$ cat config.mk
export PLATFORM = sky130hd
export DESIGN_NAME = fc_argmax
export DESIGN_NICKNAME = d
export VERILOG_FILES = /design/src/rtl/fc_argmax.sv
export SDC_FILE = /design/constraint.sdc
export NUM_CORES = 1
export LEC_CHECK = 0
export ABC_AREA = 1
export CORE_MARGIN = 2
export CORE_UTILIZATION = 50
export DETAILED_ROUTE_END_ITERATION = 8
export PLACE_DENSITY_LB_ADDON = 0.2
export SETUP_SLACK_MARGIN = 0.4
export SYNTH_ARGS = -nofsm -noshare
export SYNTH_HDL_FRONTEND = slang
export SYNTH_SLANG_ARGS = --single-unit
$ cat constraint.sdc
create_clock -name clk -period 6.95 [get_ports clk]
set_input_delay 2.085 -clock clk [delete_from_list [all_inputs] [get_ports clk]]
set_output_delay 2.085 -clock clk [all_outputs]
set_load 0.02 [all_outputs]
$ cat src/rtl/fc_argmax.sv
// fc_argmax: after the accelerator signals fc2_done, reads the FC2 class
// scores back from SRAM_f, finds the largest signed score (lowest index on a
// tie) and reports it with a single-cycle result_valid pulse.
//
// Read timing: the word address is presented while in RD, SRAM_f returns the
// word one cycle later, and that word is captured in r_rdata. It is compared
// one cycle after that. RD therefore runs one cycle past the last address, so
// the final word is still in flight. LAST compares that final word. The
// default 3-word scan takes 5 busy cycles, and FIN follows.
module fc_argmax #(
  parameter int NUM_CLASS      = 10,
  parameter int SCORE_WIDTH    = 8,
  parameter int BYTES_PER_WORD = 4
) (
  input  logic                                  clk,
  input  logic                                  srstn,
  input  logic                                  fc2_done,
  output logic [1:0]                            sram_raddr_f,
  input  logic [BYTES_PER_WORD*SCORE_WIDTH-1:0] sram_rdata_f,
  output logic                                  busy,
  output logic                                  result_valid,
  output logic [3:0]                            class_id,
  output logic [SCORE_WIDTH-1:0]                max_score
);

  localparam int NUM_WORDS = (NUM_CLASS + BYTES_PER_WORD - 1) / BYTES_PER_WORD;
  localparam logic [2:0] LP_WORDS = 3'(NUM_WORDS);

  typedef enum logic [1:0] {
    S_IDLE,
    S_RD,
    S_LAST,
    S_FIN
  } state_t;

  state_t                                 r_state;
  state_t                                 w_next_state;
  logic [2:0]                             r_w;          // words issued so far
  logic                                   w_issue;
  logic                                   r_bus_vld;    // sram_rdata_f holds a requested word
  logic [1:0]                             r_bus_word;
  logic                                   r_data_vld;   // r_rdata holds a requested word
  logic [1:0]                             r_data_word;
  logic [BYTES_PER_WORD*SCORE_WIDTH-1:0]  r_rdata;
  logic                                   r_max_vld;    // running max is not "empty"
  logic signed [SCORE_WIDTH-1:0]          r_max;
  logic [3:0]                             r_idx;

  logic                                   w_word_vld;
  logic signed [SCORE_WIDTH-1:0]          w_word_max;
  logic [3:0]                             w_word_idx;
  logic signed [SCORE_WIDTH-1:0]          w_lane_score;
  logic [3:0]                             w_lane_idx;
  logic                                   w_take;
  logic signed [SCORE_WIDTH-1:0]          w_mrg_max;
  logic [3:0]                             w_mrg_idx;

  assign w_issue = (r_state == S_RD) && (r_w < LP_WORDS);

  // Next-state decode and the outputs derived from the state.
  always_comb begin
    // NOTE: every always_comb output gets a default first so no path leaves it unassigned (which would infer a latch).
    w_next_state = r_state;
    busy         = 1'b0;
    result_valid = 1'b0;
    sram_raddr_f = 2'd0;
    case (r_state)
      S_IDLE: begin
        if (fc2_done) w_next_state = S_RD;
      end
      S_RD: begin
        busy = 1'b1;
        if (w_issue) sram_raddr_f = r_w[1:0];
        if (r_w == LP_WORDS) w_next_state = S_LAST;
      end
      S_LAST: begin
        busy         = 1'b1;
        w_next_state = S_FIN;
      end
      S_FIN: begin
        result_valid = 1'b1;
        w_next_state = S_IDLE;
      end
      default: w_next_state = S_IDLE;
    endcase
  end

  // Lane chain over the captured word (lane 0 first), then a strict-greater merge into the running max.
  always_comb begin
    w_word_vld   = 1'b0;
    w_word_max   = '0;
    w_word_idx   = '0;
    w_lane_score = '0;
    w_lane_idx   = '0;
    for (int j = 0; j < BYTES_PER_WORD; j++) begin
      w_lane_score = r_rdata[(BYTES_PER_WORD-j)*SCORE_WIDTH-1 -: SCORE_WIDTH];
      w_lane_idx   = {r_data_word, j[1:0]};
      if ((int'(w_lane_idx) < NUM_CLASS) && (!w_word_vld || (w_lane_score > w_word_max))) begin
        w_word_vld = 1'b1;
        w_word_max = w_lane_score;
        w_word_idx = w_lane_idx;
      end
    end
    w_take    = w_word_vld && (!r_max_vld || (w_word_max > r_max));
    w_mrg_max = w_take ? w_word_max : r_max;
    w_mrg_idx = w_take ? w_word_idx : r_idx;
  end

  // State, read pipeline, running max and result registers.
  always_ff @(posedge clk) begin
    // NOTE: sequential state uses non-blocking assignments so every flop samples the pre-edge values.
    if (srstn) begin
      r_state     <= S_IDLE;
      r_w         <= '0;
      r_bus_vld   <= 1'b0;
      r_bus_word  <= '0;
      r_data_vld  <= 1'b0;
      r_data_word <= '0;
      r_rdata     <= '0;
      r_max_vld   <= 1'b0;
      r_max       <= '0;
      r_idx       <= '0;
      class_id    <= '0;
      max_score   <= '0;
    end else begin
      r_state     <= w_next_state;
      r_bus_vld   <= w_issue;
      r_bus_word  <= r_w[1:0];
      r_data_vld  <= r_bus_vld;
      r_data_word <= r_bus_word;
      r_rdata     <= sram_rdata_f;

      if (r_state == S_IDLE) r_w <= '0;
      else if (w_issue)      r_w <= r_w + 3'd1;

      if ((r_state == S_IDLE) && fc2_done) begin
        r_max_vld <= 1'b0;
      end else if (r_data_vld) begin
        r_max_vld <= 1'b1;
        r_max     <= w_mrg_max;
        r_idx     <= w_mrg_idx;
      end

      // The final word merges in LAST, so the result becomes visible exactly in FIN.
      if (r_state == S_LAST) begin
        class_id  <= w_mrg_idx;
        max_score <= w_mrg_max;
      end
    end
  end

endmodule

# Yosys cells after proc, flatten, opt, wreduce, memory -nomap -nowiden
# Cells that the tools add are included.
word_totals:
  register_bits: 68
  in_bits: 35
  out_inout_bits: 16
  word_cells: 70
op_classes:
  add_sub_neg: 1
  order_cmp: 9
  n_eq_ne: 6
  n_mux: 21
  bitwise: 1
  reduce_logical: 20
op_table:
  columns: ["op", "count"]
  rows:
  - ["2-to-1 mux 8 bit", 5]
  - ["> comparator 8 bit", 4]
  - ["2-to-1 mux 4 bit", 5]
  - ["< comparator 4 bit (second input constant)", 4]
  - ["2-to-1 mux 2 bit", 4]
  - ["case mux 2 bit (4 select lines)", 1]
  - ["logical AND 1 bit", 6]
  - ["2-to-1 mux 1 bit", 6]
  - ["OR reduction 2 bit", 3]
  - ["== test 2 bit (second input constant)", 2]
  - ["logical NOT 1 bit", 4]
  - ["logical OR 1 bit", 4]
  - ["AND reduction 2 bit", 2]
  - ["adder 3 x 1 -> 3 bit (second input constant)", 1]
  - ["== test 3 x 2 -> 1 bit (second input constant)", 1]
  - ["< comparator 3 x 2 -> 1 bit (second input constant)", 1]
  - ["== test 2 x 1 -> 1 bit (second input constant)", 1]
  - ["logical NOT 2 bit", 1]
  - ["!= test 2 x 1 -> 1 bit (second input constant)", 1]
  - ["!= test 2 bit (second input constant)", 1]
  - ["inverter 1 bit", 1]

# Logic depth before layout (Yosys ltp)
# Gate-level depths: netlist (run 1).
logic_depth:
  depth_word: 18
  depth_mapped: 59
  mapped_depth_nobuf: 58

# Least setup slack after synthesis (run 1)
# Ideal clock, no wire load.
synth_path:
  path_kind: "reg2reg"
  startpoint: "reg r_data_word[1]"
  endpoint: "reg class_id[0]"
  setup_ns: 0.109
  t_arrival_ns: 5.445
  required_ns: 6.841
  setup_slack_ns: 1.396
  path_stages_with_launch: 56
  synth_period_minus_slack_ns: 5.554
  cell_sequence: "dfxtp_1 > nand2_2 > nand2_1 > ha_1 > nand2_2 > inv_1 > nand2_1 > nand2_1 > inv_1 > nand2_2 > nand2_4 > nand3_4 > nand2_2 > nand2_1 > ha_1 > nand2_1 > nor2_1 > o21ai_1 > [20 not listed] > nand2_1 > and2_1 > ha_1 > a21oi_1 > o21ai_1 > nand2_1 > nand2_1 > nand2_1 > nand2_1 > nand2_1 > nand2_1 > nand2_1 > inv_1 > buf_4 > nand2_1 > nand3_1 > nand2_1 > inv_1"
synth_via:
  elab_chain_len: 18
synth_lines:
  columns: ["item", "line_no", "text"]
  rows:
  - ["start: declaration", "43", "logic [1:0] r_data_word;"]
  - ["start signal: assignment", "130", "r_data_word <= r_bus_word;"]
  - ["< comparator 4 bit", "98", "if ((int'(w_lane_idx) < NUM_CLASS) && (!w_word_vld || (w_lane_score > w_word_max))) begin"]
  - ["2-to-1 mux 8 bit / 2-to-1 mux 1 bit (equally long branches)", "98", null]
  - ["> comparator 8 bit / logical NOT 1 bit (equally long branches)", "98", null]
  - ["logical OR 1 bit", "98", null]
  - ["logical AND 1 bit", "98", null]
  - ["2-to-1 mux 8 bit / 2-to-1 mux 1 bit (equally long branches)", "98", null]
  - ["> comparator 8 bit / logical NOT 1 bit (equally long branches)", "98", null]
  - ["logical OR 1 bit", "98", null]
  - ["[2 not listed]", null, null]
  - ["> comparator 8 bit / logical NOT 1 bit (equally long branches)", "98", null]
  - ["logical OR 1 bit", "98", null]
  - ["logical AND 1 bit", "98", null]
  - ["2-to-1 mux 8 bit", "98", null]
  - ["> comparator 8 bit", "104", "w_take = w_word_vld && (!r_max_vld || (w_word_max > r_max));"]
  - ["logical OR 1 bit", "104", null]
  - ["logical AND 1 bit", "104", null]
  - ["2-to-1 mux 4 bit *", "106", "w_mrg_idx = w_take ? w_word_idx : r_idx;"]
  - ["end signal: assignment", "146", "class_id <= w_mrg_idx;"]
  - ["end: declaration", "22", "output logic [3:0] class_id,"]
# Mark *: on every way between the ends. The rest lies on a longest branch, timed or not.
# A chain may end at the register's enable or synchronous reset.

# Final worst setup path (run 1)
layout_path:
  startpoint: "reg r_data_word[1]"
  endpoint: "reg class_id[2]"
# Same word-level chain as after synthesis.

==> impl_metrics.csv, run 1 <==
group,metric,value,unit
status,status,"finished, final reports clean",
power_and_ir_drop,power_density,315,nW/um^2
synth,synth_warnings,0,
cts,clockRootBuffer,"clkbuf_8",
synth,ys_seq_area_share,34.4,%
critical_path,crit_top_cell,"nand2_1",
grt,grt.overflow.total,0,
routing,first_pass_iters,4,
synth,synth.top_cell.area_share,34.4,%
timing,fin_skew,0.0141,ns
timing,fmax,0.165,GHz
synth,synthCells,561,
synth,yosys.area_share.simple,35.6,%
placement,dp_slack,0.431,ns
critical_path,cp-start-kind,"flip-flop",
layout,fill_cells,734,
die,dieWidth,93.0,um
synth,synth_top_family_by_area,"simple AND/OR/NAND/NOR gates",
synth,synthAdderAreaFrac,12.0,%
die,floorplan.rows,32,
critical_path,arrival,6.30,ns
die,start_util,51.5,%
grt,antenna_found_initial,0,
layout,drive_gt1_share,14.3,%
cts,max-clock-path-buffers,2,
timing,worstMarginPinSlew,1.09,ns
synth,ys_types,30,
critical_path,max_stage_delay,0.39,ns
timing,maxSlewHeadroom,27.1,%
grt,grt_first_pass_wirelength,14.1,mm
cts,clkSlewWorstSetupHoldPaths,0.09,ns
die,die-area,8650,um^2
timing,holdWs,0.408,ns
layout,area_delta_synth_final,24.6,%
synth,synth_nets,634,
min_path,hold_path_class,"flip-flop to flip-flop",
timing,min_period_over_period,87.0,%
routing,route.vias.total,3455,
cts,clock_sinks,68,
timing,fin_setup_tns,0,ns
routing,wirelength,8.45,mm
cts,h-tree-depth,3,
timing,grt_setup_unrepaired,"no",
routing,antenna_left,0,
layout,diodes,0,
placement,routabilityCongestion,0.842,
layout,layout.nets,699,
routing,drc,0,
grt,track_usage,20.4,%
grt,grt_max_degree,63,
synth,synth_compound_area_share,5.59,%
critical_path,required,7.20,ns
die,core,7690,um^2
grt,first_global_vias,3258,
placement,io_buffers,50,
power_and_ir_drop,ir_drop,0.000201,V
timing,hold_viol,0,
synth,synth_xor_area_share,0,%
synth,synth_mux_area_share,0,%
timing,setup_ws,0.903,ns
routing,drtIter0Drc,112,
routing,routedWlPerCell,11.5,um
cts,cts_tree,"done",
run,cap_violations,0,
power_and_ir_drop,power_leakage,2.53,nW
synth,synth-seq-cells,68,
die,die_y,93.0,um
placement,hpwlAfterDp,6.26,mm
critical_path,crit_fanout,7,
critical_path,endpoint_kind,"flip-flop",
critical_path,cp_slowest_cell,"dfxtp_4",
critical_path,path_class,"flip-flop to flip-flop",
timing,final.min_clock_period,6.05,ns
routing,vias_per_cell,4.71,
timing,slew_violations,0,
synth,syn_avg_cell_area,7.06,um^2
placement,dp.cells,701,
synth,synthesis.area,3960,um^2
cts,clk_latency,0.35,ns
layout,fin_util,64.2,%
synth,yosysTopAreaCell,"dfxtp_1",
layout,stdcell_count,733,
die,io_pins,51,
cts,cts_inserted_buffers,9,
synth,synth_area_leaders,"dfxtp_1 (34%), ha_1 (12%), inv_1 (11%)",
timing,finalSetupViolCount,0,
layout make-up:
type                       instances  area, um^2  area share [%]
clock inverter                     7        83.8            1.70
timing repair buffer              65         621            12.6
tap                              102         128            2.59
sequential                        68        1370            27.7
inverter                         117         453            9.18
clock buffer                       9         124            2.51
multi-input combinational        365        2160            43.8
metal layers:
metal / share of wire (%) / GRT usage, % / wire length (um)
met1: 49 / 25.4 / 4130
met2: 47 / 34.7 / 3990
met3: 2.8 / 5.08 / 239
met4: 1.1 / 6.13 / 96
met5: 0 / 0 / 0
registers in the layout (all words and copies together), names as in the netlist:
register / count
r_idx: 4
r_bus_vld: 1
r_bus_word: 2
r_max_vld: 1
r_max: 8
class_id: 4
r_data_vld: 1
r_rdata: 32
r_w: 3
r_state: 2
r_data_word: 2
max_score: 8
power breakdown:
group          switching (mW)  leakage [nW]  internal (mW)
Clock                   0.168         0.102          0.172
Sequential             0.0305         0.561          0.444
Combinational           0.428          1.86          0.314
Total                   0.627          2.53          0.930
synthesized netlist by cell type:
| master | n |
|---|---|
| inv_1 | 114 |
| nand2_1 | 112 |
| nor2_1 | 79 |
| dfxtp_1 | 68 |
| ha_1 | 38 |
| nand3_1 | 26 |
| nand3_2 | 24 |
| a21oi_1 | 22 |
| and2_1 | 14 |
| nand2_2 | 13 |
| clkbuf_1 | 9 |
| nand4_1 | 9 |
| buf_2 | 3 |
| nor3_1 | 3 |
| o211ai_1 | 3 |
| o21ai_0 | 3 |
| o21ai_1 | 3 |
| a211oi_1 | 2 |
| inv_2 | 2 |
| nand2_4 | 2 |
| nand3_4 | 2 |
| o21a_1 | 2 |
| a21oi_4 | 1 |
| a31oi_1 | 1 |
| buf_4 | 1 |
| clkinv_1 | 1 |
| nor2_2 | 1 |
| nor2_4 | 1 |
| o22ai_1 | 1 |
| or2_2 | 1 |
metrics by stage:
stage	instance area [um^2]	power, mW
floorplan	3960	0.979
global placement	4540	1.15
detailed placement	4540	1.16
CTS	4770	1.51
global route	4940	1.69
finish	4940	1.56
cell families after synthesis:
group | Yosys count
fa+ha+maj | 38
buf+inv | 130
simple gates | 287
compound gates | 38
flops | 68
critical path, delay by kind of cell (launching register included):
family                     cells  cell delay (ns)
adders and majority gates      4             1.20
and+or+nand+nor               34             2.93
buffers and inverters          8             0.85
DFF                            1             0.39
AOI/OAI and AO/OA              4             0.58
worst paths after layout:
path | start | end | slack, ns | cells after the start
hold reg to reg | r_bus_word[1] | r_data_word[1] | 0.41 | 2
setup / recovery | r_data_word[1] | class_id[2] | 0.90 | 50
hold / removal | r_bus_word[1] | r_data_word[1] | 0.41 | 2
setup reg to reg | r_data_word[1] | class_id[2] | 0.90 | 50
what timing repair did:
action / CTS / global route
pin swaps: 0 / 4
setup buffers: 3 / 11
endpoints found under the setup margin: 1 / 24
gates resized for setup: 1 / 16
hold buffers: 0 / 0
gates cloned: 0 / 2
cell usage in the layout (no fill, tap or decap), types with 14 or more instances in the layout:
cell	count
nor2_1	78
inv_1	113
nand3_1	26
and2_1	14
buf_4	14
nand3_2	24
clkdlybuf4s50_1	49
ha_1	37
a21oi_1	20
nand2_1	110
nand2_2	14
dfxtp_1	66
Note: power is estimated with default switching activity, not from simulation.
==> run 2, diff against run 1 <==
--- a/config.mk
+++ b/config.mk
@@ -6,9 +6,11 @@
 export NUM_CORES = 1
 export LEC_CHECK = 0
 export ABC_AREA = 1
-export CORE_MARGIN = 2
-export CORE_UTILIZATION = 50
+export CELL_PAD_IN_SITES_DETAIL_PLACEMENT = 2
+export CELL_PAD_IN_SITES_GLOBAL_PLACEMENT = 2
+export CORE_UTILIZATION = 31
 export DETAILED_ROUTE_END_ITERATION = 8
+export GPL_TIMING_DRIVEN = 0
 export PLACE_DENSITY_LB_ADDON = 0.2
 export SETUP_SLACK_MARGIN = 0.4
 export SYNTH_ARGS = -nofsm -noshare
==> run 2 against run 1 <==
- register-to-register slack lost 0.27 ns
- via count grew 12%
- critical path depth grew 4
- cell count grew 12%
- maximum frequency shrank 4.2%
- worst hold slack lost 0.020 ns
- sequential power grew 1%
- clock-buffer cell count is the same
- utilization shrank 20 points
- clock skew shrank 0.0026 ns
- die area grew 53%
- worst setup slack lost 0.27 ns
- largest cell class unchanged
- largest power group unchanged
==> impl_metrics.csv, run 2 (synthesis results as in run 1) <==
group,metric,value,unit
power_and_ir_drop,switchingPower,0.756,mW
layout,final_common_cell,"inv_1",
critical_path,required,7.19,ns
cts,clock_sinks,68,
placement,hpwlAfterDp,9.21,mm
die,die_y,115,um
routing,first_pass_iters,4,
grt,track_usage,20.0,%
routing,routedWlPerCell,17.2,um
power_and_ir_drop,p_int,1.13,mW
power_and_ir_drop,seq_power_share,25.4,%
cts,clkSlewWorstSetupHoldPaths,0.06,ns
critical_path,cp_slowest_cell,"dfxtp_2",
placement,dpl_cell_area,4660,um^2
die,core,12200,um^2
layout,largest_reg_flops,32,
critical_path,crit_top_cell,"nand2_1",
timing,maxSlewHeadroom,54.2,%
cts,cts_inserted_buffers,9,
die,io_pins,51,
placement,dp.cells,778,
cts,h-tree-depth,3,
critical_path,path_class,"flip-flop to flip-flop",
timing,slew_violations,0,
layout,final_area,5400,um^2
timing,finalSetupViolCount,0,
timing,final.min_clock_period,6.31,ns
layout,reg_top3,"r_rdata x32, max_score x8, r_max x8",
cts,max-clock-path-buffers,2,
die,floorplan.rows,40,
critical_path,max_stage_delay,0.44,ns
critical_path,arrival,6.56,ns
grt,antenna_found_initial,0,
cts,cts_tree,"done",
grt,grt_max_degree,13,
routing,wirelength,14.1,mm
critical_path,crit_fanout,8,
grt,first_global_vias,4242,
routing,vias_per_cell,4.72,
routing,antenna_left,0,
layout,drive_gt1_share,19.1,%
power_and_ir_drop,clkPwrFrac,26.7,%
die,start_util,32.4,%
routing,route.vias.total,3857,
timing,fmax,0.158,GHz
routing,drtIter0Drc,107,
layout,diodes,0,
timing,fin_skew,0.0115,ns
layout,final_cell_mix,"inv_1 (113), nand2_1 (94), nor2_1 (78), dfxtp_1 (66), clkdlybuf4s50_1 (49)",
layout,area_delta_synth_final,36.4,%
power_and_ir_drop,power_density,349,nW/um^2
min_path,hold_path_class,"flip-flop to flip-flop",
timing,worstMarginPinSlew,0.687,ns
die,die-area,13200,um^2
timing,grt_setup_unrepaired,"no",
timing,min_period_over_period,90.8,%
placement,routabilityCongestion,0.773,
grt,grt.overflow.total,0,
power_and_ir_drop,power_frac_comb,47.9,%
run,cap_violations,0,
placement,io_buffers,49,
layout,stdcell_count,818,
power_and_ir_drop,ir_drop,0.000183,V
die,dieWidth,115,um
cts,clk_latency,0.36,ns
layout,regMostFlops,"r_rdata",
critical_path,cp-start-kind,"flip-flop",
power_and_ir_drop,p_sw_share,40.1,%
grt,grt_first_pass_wirelength,19.7,mm
power_and_ir_drop,power_leakage,2.65,nW
cts,clockRootBuffer,"clkbuf_16",
status,status,"finished, final reports clean",
layout,fin_util,44.3,%
timing,hold_viol,0,
routing,drc,0,
layout,layout.nets,719,
critical_path,endpoint_kind,"flip-flop",
-- run 2: cell count changes in the layout (fill, tap and decap cells not counted), moves of 9 or more --
| cell | change |
|---|---|
| nand2_1 | -16 |
| clkbuf_8 | -9 |
| clkbuf_1 | +9 |
| clkbuf_16 | +9 |
| nand2_2 | +14 |
| buf_4 | +9 |
-- run 2: final timing paths --
kind | endpoint | slack (ns) | start | cells past startpoint
setup / recovery | r_idx[3] | 0.64 | r_data_word[0] | 54
hold reg to reg | r_data_word[1] | 0.39 | r_bus_word[1] | 2
setup reg to reg | r_idx[3] | 0.64 | r_data_word[0] | 54
hold / removal | r_data_word[1] | 0.39 | r_bus_word[1] | 2
-- run 2: repair_timing --
action / 4_1_cts / 5_1_grt
cloned: 0 / 2
endpoints found under the setup margin: 24 / 24
setup buffers: 5 / 18
pin swaps: 1 / 13
hold buffers: 0 / 0
resized for setup: 11 / 46
-- run 2: routing by layer --
| metal | up-vias | share of wire, % | track usage [%] | wire [um] |
|---|---|---|---|---|
| met5 | - | 0 | 0 | 0 |
| met4 | 0 | 2.8 | 7.62 | 390 |
| met3 | 28 | 2.4 | 5.27 | 340 |
| met2 | 59 | 55 | 37.8 | 7720 |
| met1 | 1875 | 40 | 21.0 | 5620 |
| li1 | 1895 | - | - | - |
-- run 2: final cells by class --
type                       instances  area [um^2]
fill                            1431         6810
clock buffer                       9          225
timing repair buffer              73          674
inverter                         117          454
clock inverter                     6         88.8
tap                              168          210
buffer                            13         66.3
sequential                        68         1370
multi-input combinational        364         2320
-- run 2: power by group through the flow --
| stage | combinational [mW] | sequential (mW) | clock, mW |
|---|---|---|---|
| 2_1_floorplan | 0.474 | 0.505 | 0 |
| 3_5_place_dp | 0.734 | 0.484 | 0 |
| 5_1_grt | 0.999 | 0.485 | 0.527 |
| 4_1_cts | 0.774 | 0.477 | 0.509 |
| 3_3_place_gp | 0.691 | 0.481 | 0 |
| 6_report | 0.903 | 0.479 | 0.504 |
-- run 2: through the flow --
step                      TNS [ns]  hold WS (ns)  worst slack [ns]  power [mW]
final                            0         0.388             0.637        1.89
after global routing             0         0.422             0.128        2.01
after CTS                        0         0.394             0.444        1.76
after detailed placement  -0.00150         0.398          -0.00150        1.22
after global placement           0         0.396             0.364        1.17
after floorplan                  0         0.388              1.40       0.979
-- run 2: critical path, delay by kind of cell (launching register included) --
kind | cells | cell delay [ns]
simple gates | 35 | 2.98
fa+ha+maj | 4 | 1.06
buf+inv | 10 | 0.95
compound gates | 5 | 0.73
flops | 1 | 0.44
==> run 3, diff against run 2 <==
--- a/config.mk
+++ b/config.mk
@@ -8,10 +8,11 @@
 export ABC_AREA = 1
 export CELL_PAD_IN_SITES_DETAIL_PLACEMENT = 2
 export CELL_PAD_IN_SITES_GLOBAL_PLACEMENT = 2
-export CORE_UTILIZATION = 31
+export CORE_UTILIZATION = 36
 export DETAILED_ROUTE_END_ITERATION = 8
+export DONT_BUFFER_PORTS = 1
 export GPL_TIMING_DRIVEN = 0
-export PLACE_DENSITY_LB_ADDON = 0.2
+export PLACE_DENSITY_LB_ADDON = 0.08
 export SETUP_SLACK_MARGIN = 0.4
 export SYNTH_ARGS = -nofsm -noshare
 export SYNTH_HDL_FRONTEND = slang
==> run 3 against run 2 <==
- sequential power rose by 6.3%
- die area fell by 14%
- largest cell class unchanged
- first-iteration DRC count fell by 37%
- wire length fell by 6.9%
- flip-flop and latch count did not move
- largest power group unchanged
- non-clock buffer count fell by 51
==> impl_metrics.csv, run 3 (synthesis results as in run 1) <==
group,metric,value,unit
power_and_ir_drop,power_leakage,2.38,nW
layout,diodes,0,
critical_path,crit_fanout,9,
power_and_ir_drop,power_density,337,nW/um^2
critical_path,cp-start-kind,"flip-flop",
power_and_ir_drop,ir_drop,0.000167,V
timing,hold_viol,0,
cts,max-clock-path-buffers,2,
layout,layout.nets,669,
layout,largest_reg_flops,32,
layout,final_common_cell,"inv_1",
placement,routabilityCongestion,0.761,
layout,drive_gt1_share,19.5,%
power_and_ir_drop,power_frac_comb,48.8,%
timing,final.min_clock_period,6.23,ns
min_path,hold_path_class,"flip-flop to flip-flop",
critical_path,rr_endpoint,"r_max[7]",
critical_path,arrival,6.56,ns
critical_path,cp_slowest_cell,"dfxtp_4",
grt,track_usage,21.6,%
layout,regMostFlops,"r_rdata",
layout,area_delta_synth_final,17.8,%
power_and_ir_drop,seq_power_share,32.3,%
timing,grt_setup_unrepaired,"yes",
cts,clkSlewWorstSetupHoldPaths,0.08,ns
routing,vias_per_cell,5.06,
cts,clockRootBuffer,"clkbuf_8",
cts,clk_latency,0.38,ns
min_path,hp-start,"r_bus_word[1]",
cts,h-tree-depth,3,
die,core,10500,um^2
placement,hpwlAfterDp,8.95,mm
critical_path,max_stage_delay,0.39,ns
routing,antenna_left,0,
cts,cts_tree,"done",
routing,drtIter0Drc,67,
critical_path,endpoint_kind,"flip-flop",
critical_path,crit_top_cell,"nand2_1",
status,status,"finished, final reports clean",
layout,reg_top3,"r_rdata x32, max_score x8, r_max x8",
timing,fmax,0.161,GHz
min_path,whs_endpoint,"r_data_word[1]",
layout,final_cell_mix,"inv_1 (113), nand2_1 (100), nor2_1 (78), dfxtp_1 (66), ha_1 (32)",
critical_path,worst_r2r_path_depth,54,
timing,worstMarginPinSlew,0.668,ns
grt,antenna_found_initial,0,
cts,cts_inserted_buffers,9,
die,die_y,107,um
critical_path,required,7.28,ns
die,dieWidth,107,um
power_and_ir_drop,switchingPower,0.709,mW
cts,holdBufCountCts,0,
power_and_ir_drop,p_sw_share,45.0,%
run,cap_violations,0,
grt,grt.overflow.total,0,
timing,fin_skew,0.0134,ns
routing,routedWlPerCell,17.8,um
cts,clock_sinks,68,
power_and_ir_drop,clkPwrFrac,18.9,%
routing,route.vias.total,3721,
routing,drc,0,
timing,fin_setup_tns,0,ns
grt,grt_max_degree,13,
power_and_ir_drop,p_int,0.866,mW
timing,min_period_over_period,89.6,%
critical_path,r2r_slack,0.72,ns
grt,grt_first_pass_wirelength,18.6,mm
routing,first_pass_iters,4,
die,start_util,37.7,%
die,floorplan.rows,37,
layout,fin_util,44.4,%
die,die-area,11400,um^2
placement,io_buffers,0,
routing,wirelength,13.1,mm
timing,maxSlewHeadroom,55.4,%
die,io_pins,51,
power_and_ir_drop,power,1.58,mW
grt,first_global_vias,3915,
timing,slew_violations,0,
critical_path,rr_startpoint,"r_data_word[1]",
timing,finalSetupViolCount,0,
critical_path,path_class,"flip-flop to flip-flop",
min_path,holdPathStages,2,
-- run 3: timing repair --
item,CTS,global route
pin swaps,0,12
cloned,0,3
setup endpoints to repair,24,24
buffers inserted,1,20
gates resized for setup,6,40
-- run 3: stage by stage --
stage | hold WS [ns] | std cells | instance area (um^2) | worst slack, ns
floorplan | 0.388 | 561 | 3960 | 1.40
global placement | 0.396 | 697 | 4130 | 0.299
detailed placement | 0.414 | 697 | 4130 | 0.0474
CTS | 0.410 | 713 | 4340 | 0.427
global route | 0.450 | 736 | 4670 | 0.179
finish | 0.416 | 736 | 4670 | 0.722
-- run 3: critical path: cells and delay by family (launching register included) --
kind / cells / cell delay [ns]
AO/OA/AOI/OAI: 2 / 0.18
buffers and inverters: 9 / 0.89
AND/OR/NAND/NOR: 39 / 3.55
flip-flops: 1 / 0.39
adder cells (fa/ha/maj): 4 / 1.16
-- run 3: area by class of cell --
class / count / area (um^2)
clock inverter: 6 / 42.5
sequential: 68 / 1370
inverter: 117 / 452
tap: 136 / 170
clock buffer: 9 / 124
fill: 1234 / 5840
buffer: 13 / 66.3
multi-input combinational: 365 / 2280
timing repair buffer: 22 / 165
-- run 3: how the worst max path moves through the flow --
stage	startpoint	endpoint	slack (ns)	cells past startpoint
3_5_place_dp	r_data_word[1]	class_id[0]	0.05	55
3_3_place_gp	r_data_word[1]	class_id[0]	0.30	55
6_report	r_data_word[1]	r_max[7]	0.72	54
5_1_grt	r_data_word[1]	r_max[0]	0.18	55
4_1_cts	r_data_word[1]	class_id[0]	0.43	55
2_1_floorplan	r_data_word[1]	class_id[0]	1.40	55
-- run 3: power by group through the flow --
stage | Clock, mW | Combinational (mW) | Sequential (mW)
global route | 0.325 | 0.860 | 0.515
finish | 0.297 | 0.769 | 0.509
CTS | 0.308 | 0.647 | 0.508
global placement | 0 | 0.590 | 0.513
floorplan | 0 | 0.474 | 0.505
detailed placement | 0 | 0.633 | 0.517
-- run 3: layer usage --
| layer | up-vias | track usage, % | routed length, um | part of all wire, % |
|---|---|---|---|---|
| li1 | 1796 | - | - | - |
| met1 | 1848 | 24.3 | 5420 | 41 |
| met2 | 55 | 39.1 | 7140 | 55 |
| met3 | 22 | 5.71 | 322 | 2.5 |
| met4 | 0 | 7.44 | 211 | 1.6 |
| met5 | - | 0 | 0 | 0 |
